--- config.mk ---
export PLATFORM = sky130hd
export DESIGN_NAME = sipo_deserializer_flat
export DESIGN_NICKNAME = d
export VERILOG_FILES = /design/src/rtl/sipo_deserializer_if.sv /design/src/rtl/sipo_deserializer.sv /design/src/flat_wrapper.sv
export SDC_FILE = /design/constraint.sdc
export NUM_CORES = 1
export LEC_CHECK = 0
export BUFFER_PORTS_ARGS = -buffer_cell sky130_fd_sc_hd__buf_2
export CAP_MARGIN = 20
export CORE_MARGIN = 2
export CORE_UTILIZATION = 50
export DETAILED_ROUTE_END_ITERATION = 8
export GPL_TIMING_DRIVEN = 0
export HOLD_SLACK_MARGIN = 0.05
export PLACE_DENSITY = 0.8
export SLEW_MARGIN = 25
export SYNTH_ARGS = -nofsm -noshare
export SYNTH_HDL_FRONTEND = slang
export SYNTH_SLANG_ARGS = --single-unit
--- constraint.sdc ---
create_clock -name clk -period 3.05 [get_ports clk]
set_input_delay 0.4575 -clock clk [delete_from_list [all_inputs] [get_ports clk]]
set_output_delay 0.4575 -clock clk [all_outputs]
set_load 0.02 [all_outputs]
--- src/rtl/sipo_deserializer_if.sv ---
// Handshake bundle between a serial beat producer, sipo_deserializer and a word consumer.
// Defining SIPO_FLUSH_EN adds the flush request and the dout_partial flag.
interface sipo_deserializer_if #(
    parameter int DATA_WIDTH = 16,
    parameter int LANES      = 1
);
    localparam int BEATS = DATA_WIDTH / LANES;
    localparam int CNT_W = $clog2(BEATS + 1);

    logic [LANES-1:0]      din;
    logic                  din_valid;
    logic                  din_ready;
    logic [DATA_WIDTH-1:0] dout;
    logic                  dout_valid;
    logic                  dout_ready;
    logic [CNT_W-1:0]      beat_count;
`ifdef SIPO_FLUSH_EN
    logic                  flush;
    logic                  dout_partial;

    modport master (
        output din, din_valid, dout_ready, flush,
        input  din_ready, dout, dout_valid, beat_count, dout_partial
    );

    modport slave (
        input  din, din_valid, dout_ready, flush,
        output din_ready, dout, dout_valid, beat_count, dout_partial
    );
`else
    modport master (
        output din, din_valid, dout_ready,
        input  din_ready, dout, dout_valid, beat_count
    );

    modport slave (
        input  din, din_valid, dout_ready,
        output din_ready, dout, dout_valid, beat_count
    );
`endif
endinterface

--- src/rtl/sipo_deserializer.sv ---
// Multi-lane serial-to-parallel deserializer with valid/ready on both sides and a word holding register.
// Optional SIPO_FLUSH_EN: flush emits a zero-padded partial word flagged by dout_partial.
module sipo_deserializer #(
    parameter int DATA_WIDTH = 16,
    parameter int LANES      = 1,
    parameter int MSB_FIRST  = 1
) (
    input  logic                 clk,
    input  logic                 reset,
    sipo_deserializer_if.slave   bus
);
    localparam int BEATS = DATA_WIDTH / LANES;
    localparam int CNT_W = $clog2(BEATS + 1);

    logic [DATA_WIDTH-1:0] shreg_q;
    logic [DATA_WIDTH-1:0] shreg_d;
    logic [DATA_WIDTH-1:0] shifted_s;
    logic [DATA_WIDTH-1:0] dout_q;
    logic [DATA_WIDTH-1:0] dout_d;
    logic [CNT_W-1:0]      cnt_q;
    logic [CNT_W-1:0]      cnt_d;
    logic                  dout_valid_q;
    logic                  dout_valid_d;
    logic                  din_ready_s;
    logic                  accept_s;
    logic                  drain_s;
    logic                  last_s;
    logic                  load_s;

    assign din_ready_s = !dout_valid_q || bus.dout_ready;
    assign accept_s    = bus.din_valid && din_ready_s;
    assign drain_s     = dout_valid_q && bus.dout_ready;
    assign last_s      = (cnt_q == CNT_W'(BEATS - 1));

    // The new beat enters at the low end (MSB first) or the high end (LSB first) of the word.
    generate
        if (LANES == DATA_WIDTH) begin : g_full
            logic unused_shreg_s;
            assign unused_shreg_s = ^shreg_q;
            assign shifted_s      = bus.din;
        end else if (MSB_FIRST != 0) begin : g_msb
            assign shifted_s = {shreg_q[DATA_WIDTH-LANES-1:0], bus.din};
        end else begin : g_lsb
            assign shifted_s = {bus.din, shreg_q[DATA_WIDTH-1:LANES]};
        end
    endgenerate

`ifdef SIPO_FLUSH_EN
    localparam int SH_W = $clog2(DATA_WIDTH + 1);

    logic                  partial_q;
    logic                  partial_d;
    logic                  flush_act_s;
    logic [CNT_W-1:0]      beats_in_s;
    logic [CNT_W-1:0]      missing_s;
    logic [SH_W-1:0]       pad_shift_s;
    logic [DATA_WIDTH-1:0] word_s;
    logic [DATA_WIDTH-1:0] padded_s;

    // Align a short word as if the missing trailing beats had been zeros.
    always_comb begin
        word_s      = accept_s ? shifted_s : shreg_q;
        beats_in_s  = cnt_q + CNT_W'(accept_s);
        missing_s   = CNT_W'(BEATS) - beats_in_s;
        pad_shift_s = SH_W'(missing_s) * SH_W'(LANES);
        flush_act_s = bus.flush && din_ready_s && ((cnt_q != {CNT_W{1'b0}}) || accept_s);
        if (MSB_FIRST != 0) begin
            padded_s = word_s << pad_shift_s;
        end else begin
            padded_s = word_s >> pad_shift_s;
        end
    end
`endif

    // Next-state for assembly register, beat counter and holding register.
    always_comb begin
        shreg_d = shreg_q;
        cnt_d   = cnt_q;
        dout_d  = dout_q;
        load_s  = 1'b0;
`ifdef SIPO_FLUSH_EN
        partial_d = partial_q;
`endif
        if (accept_s && last_s) begin
            dout_d  = shifted_s;
            load_s  = 1'b1;
            shreg_d = {DATA_WIDTH{1'b0}};
            cnt_d   = {CNT_W{1'b0}};
`ifdef SIPO_FLUSH_EN
            partial_d = 1'b0;
`endif
        end
`ifdef SIPO_FLUSH_EN
        else if (flush_act_s) begin
            dout_d    = padded_s;
            load_s    = 1'b1;
            shreg_d   = {DATA_WIDTH{1'b0}};
            cnt_d     = {CNT_W{1'b0}};
            partial_d = 1'b1;
        end
`endif
        else if (accept_s) begin
            shreg_d = shifted_s;
            cnt_d   = cnt_q + CNT_W'(1);
        end else begin
            cnt_d = cnt_q;
        end

        // A load in the same cycle as a drain replaces the word without a bubble.
        if (load_s) begin
            dout_valid_d = 1'b1;
        end else if (drain_s) begin
            dout_valid_d = 1'b0;
        end else begin
            dout_valid_d = dout_valid_q;
        end
    end

    // State registers with asynchronous reset.
    always_ff @(posedge clk or posedge reset) begin
        if (reset) begin
            shreg_q      <= {DATA_WIDTH{1'b0}};
            cnt_q        <= {CNT_W{1'b0}};
            dout_q       <= {DATA_WIDTH{1'b0}};
            dout_valid_q <= 1'b0;
`ifdef SIPO_FLUSH_EN
            partial_q    <= 1'b0;
`endif
        end else begin
            shreg_q      <= shreg_d;
            cnt_q        <= cnt_d;
            dout_q       <= dout_d;
            dout_valid_q <= dout_valid_d;
`ifdef SIPO_FLUSH_EN
            partial_q    <= partial_d;
`endif
        end
    end

    assign bus.din_ready  = din_ready_s;
    assign bus.dout       = dout_q;
    assign bus.dout_valid = dout_valid_q;
    assign bus.beat_count = cnt_q;
`ifdef SIPO_FLUSH_EN
    assign bus.dout_partial = partial_q;
`endif
endmodule

--- src/flat_wrapper.sv ---
// flat-port wrapper written by rule: the top's interface ports become plain ports
module sipo_deserializer_flat 
#(
    parameter int DATA_WIDTH = 16,
    parameter int LANES      = 1,
    parameter int MSB_FIRST  = 1
)
  (clk, reset, bus_din, bus_din_valid, bus_dout_ready, bus_din_ready, bus_dout, bus_dout_valid, bus_beat_count);
  sipo_deserializer_if #(.DATA_WIDTH(DATA_WIDTH), .LANES(LANES)) bus_i ();
  input  logic clk;
  input  logic reset;
  input wire logic [$bits(bus_i.din)-1:0] bus_din;
  input wire logic [$bits(bus_i.din_valid)-1:0] bus_din_valid;
  input wire logic [$bits(bus_i.dout_ready)-1:0] bus_dout_ready;
  output wire logic [$bits(bus_i.din_ready)-1:0] bus_din_ready;
  output wire logic [$bits(bus_i.dout)-1:0] bus_dout;
  output wire logic [$bits(bus_i.dout_valid)-1:0] bus_dout_valid;
  output wire logic [$bits(bus_i.beat_count)-1:0] bus_beat_count;
  assign bus_i.din = bus_din;
  assign bus_i.din_valid = bus_din_valid;
  assign bus_i.dout_ready = bus_dout_ready;
  assign bus_din_ready = bus_i.din_ready;
  assign bus_dout = bus_i.dout;
  assign bus_dout_valid = bus_i.dout_valid;
  assign bus_beat_count = bus_i.beat_count;
  sipo_deserializer #(.DATA_WIDTH(DATA_WIDTH), .LANES(LANES), .MSB_FIRST(MSB_FIRST)) u_core (.clk(clk), .reset(reset), .bus(bus_i));
endmodule
==> summary.md <==
| Metric | Value |
|---|---|
| Status | `finished clean` |
| Nets | `around 130` |
| Critical Path End | `u_core.shreg_q[0]` |
| CP required | `3.27 ns` |
| Critical R2R Launch | `u_core.bus.beat_count[0]` |
| Synth Area in XOR/XNOR | `0.005973` |
| CP Launch Type | `flop` |
| Static Leakage | `a little over 0.9 nW` |
| Die area | `3382 µm²` |
| # rows | `19` |
| Initial antenna violation count | `0` |
| Crit Path Class | `reg -> reg` |
| Initial Util | `0.5272` |
| Placed insts | `around 150` |
| WP buf/inv | `2` |
| Register area share after synthesis | `0.6314` |
| Die Wd | `58.16 µm` |
| Synth Area in Simple Gates | `0.05973` |
| Met1 Use GR | `0.2166` |
| DRT iter0 DRCs | `29` |
| Ant diodes | `0` |
| CP Max Fanout | `10` |
| Post-synthesis mux area share | `0.1305` |
| Setup crit end kind | `flop` |
| TritonCTS clock tree | `built` |
| I/O pin cnt | `28` |
| Clk slew on worst S/H paths | `around 0.10 ns` |
| Layout Utilization | `0.6140` |
| Final worst-path cycle share | `0.5521` |
| Pin count of the biggest net entering global routing | `38` |
| Synthesis Warnings | `0` |
| Worst-Margin Slew | `around 0.74 ns` |
| Mapped cell area | `1466 µm²` |
| Vias per cell | `~5.5` |
| Crit. Startpoint | `u_core.bus.beat_count[0]` |
| Max-Cap Viols | `0` |
| Commonest non-fill, non-tap cell in the layout | `dfrtp_1` |
| Global route total overflow | `0` |
| Final min period | `approximately 1.7 ns` |
| Vias | `882` |
| Reg2reg setup slack | `~1.4 ns` |
| DP HPWL | `1.604 mm` |
| Gpl congestion | `roughly 0.67` |
| CTS Buf Count | `5` |
| Tot GR Track Use | `0.1651` |
| CTS root buf | `clkbuf_4` |
| Adder-Cell Fraction of Synth Area | `0.008532` |
| Final wirelength | `between 2 and 2.5 mm` |
| Final setup vio count | `0` |
| Top delay family on crit path | `simple AND/OR/NAND/NOR gates` |
| Port Buffers | `26` |
| Unrepaired setup endpoints after global routing | `false` |
| CP Depth | `6` |
| Layout cell share with drive strength beyond 1 | `0.5000` |
| Final hold violation count | `0` |
| Pre-CTS worst setup slack | `~1.4 ns` |
| Layout overhead on the synthesized area | `16.47%` |
| Vias in the first global route | `roughly 880` |
| # resized after CTS | `0` |
| Grt met3 use | `0.06920` |
| Reg2Reg Depth | `6` |
| Post-Syn Nets | `101` |
| Core area | `around 2800 µm²` |
| Compound-Gate Fraction of Synth Area | `0.1186` |
| Max stage delay on crit path | `0.40 ns` |
| Max-slew violation count | `0` |
| Clock Sinks | `37` |
| Main combinational cell family by area after synthesis | `multiplexers` |
| Most frequent cells in the layout | `dfrtp_1, buf_2, mux2_2, a22o_1` |
| H-tree depth | `2` |
| Critical R2R Capture | `u_core.shreg_q[0]` |
| Worst Skew | `between 0.006 and 0.007 ns` |
| Non-Filler Instances | `around 160` |
| # Post-CTS Setup Buffers | `0` |
| Power per cell area | `around 780 nW/µm²` |
| Syn Area/Cell | `between 15 and 20 µm²` |
| Register bit total from synthesis | `37` |
| First-pass GRT wire length | `slightly above 4 mm` |
| Grt met2 use | `0.2468` |
| Average wire per standard cell | `between 10 and 15 µm` |
| Maximum VDD drop | `~0.61 mV` |
| Worst-Skew Late Latency | `between 0.3 and 0.4 ns` |
| Relative slew slack | `0.5067` |
| Worst path cell trace | `ha_1 > and4b_4 > and3b_1 > buf_6 > buf_8 > a22o_1` |
| First-pass DRT Iterations | `4` |
| Hold Buf Count CTS | `0` |
| PnR Total Power | `around 0.0013 W` |
| Final Worst Setup Slack | `roughly 1.4 ns` |
| Mapped Cells | `95` |
| CP max stage cell | `dfrtp_1` |
| Busiest layer in global routing | `met2` |
| Class of the worst hold path | `in -> async` |
| Final setup TNS | `0 ns` |
| Drt drc | `0` |
| Critical path arrival | `roughly 1.9 ns` |
| Fmax | `0.5939 GHz` |
| Antenna-violating nets left | `0` |
| Largest buffer count on any clock path | `2` |
| Die Ht | `58.16 µm` |
| Distinct cell type count after synthesis | `21` |
==> kinds of logic (layout without fill, tap and decap cells) <==
| group | count (synthesis) | count (layout) |
|---|---|---|
| xor+xnor | 1 | 1 |
| simple gates | 12 | 12 |
| compound gates | 19 | 19 |
| flops | 37 | 37 |
| fa+ha+maj | 1 | 1 |
| mux | 17 | 17 |
| buf+inv | 8 | 41 |
==> cells in the mapped netlist <==
library cell  number  share of area
dfrtp_1           37           0.63
mux2_2            17           0.13
a22o_1            11          0.066
a22o_2             5          0.034
buf_6              3          0.023
nand2_1            3         0.0077
and2_1             2         0.0085
buf_2              2         0.0068
inv_1              2         0.0051
nor2b_1            2         0.0085
a32o_1             1         0.0068
a41oi_1            1         0.0060
and3b_1            1         0.0060
and4b_4            1         0.0094
buf_8              1          0.010
ha_1               1         0.0085
nand2b_1           1         0.0043
nand3_1            1         0.0034
nand3_4            1          0.012
o2111ai_1          1         0.0060
xnor2_1            1         0.0060
==> worst min path at each step <==
stage                        start             endpoint  cells past startpoint
3_5_place_dp   u_core.bus.dout[12]  u_core.bus.dout[12]                      1
5_1_grt                      reset    u_core.shreg_q[9]                      2
4_1_cts                      reset    u_core.shreg_q[0]                      2
2_1_floorplan   u_core.shreg_q[14]   u_core.shreg_q[14]                      1
6_report                     reset  u_core.bus.dout[11]                      2
3_3_place_gp   u_core.bus.dout[12]  u_core.bus.dout[12]                      1
==> through the flow <==
step | hold WS, ns | instance area (µm²)
floorplan | 0.4729 | 1466
global placement | 0.4813 | 1635
detailed placement | 0.4896 | 1635
CTS | 0.2540 | 1708
global route | 0.2699 | 1708
finish | 0.2405 | 1708
==> worst reg2reg max path: cells and delay by family, from the launching register on <==
family	cells	cell delay, ns
AO/OA/AOI/OAI	1	0.18
adder cells (fa/ha/maj)	1	0.24
buffers and inverters	2	0.27
flip-flops	1	0.40
AND/OR/NAND/NOR	2	0.49
==> final cells by class <==
type	count	area, µm²
fill	231	1074
sequential	37	925.9
multi-input combinational	50	474.2
timing repair buffer	26	130.1
buffer	6	58.81
tap	31	38.79
clock buffer	5	37.54
clock inverter	2	35.03
inverter	2	7.507
==> metal layers <==
metal	vias to the layer above	wire, µm
met1	441	1109
met4	0	24
li1	414	-
met2	25	1094
met3	2	130
met5	-	0
==> sequential cells by signal, summed over array words and instances (netlist names) <==
| register | cells |
|---|---|
| u_core.bus.dout | 16 |
| u_core.bus.dout_valid | 1 |
| u_core.bus.beat_count | 5 |
| u_core.shreg_q | 15 |
==> power breakdown <==
part	leakage, nW	total (W)	switching [W]	internal (W)
clock	0.0410	0.000313	0.000147	0.000167
sequential	0.493	0.000678	0.0000807	0.000598
combinational	0.380	0.000340	0.000181	0.000159
total	0.914	0.00133	0.000409	0.000923
Note: power is estimated with default switching activity, not from simulation.
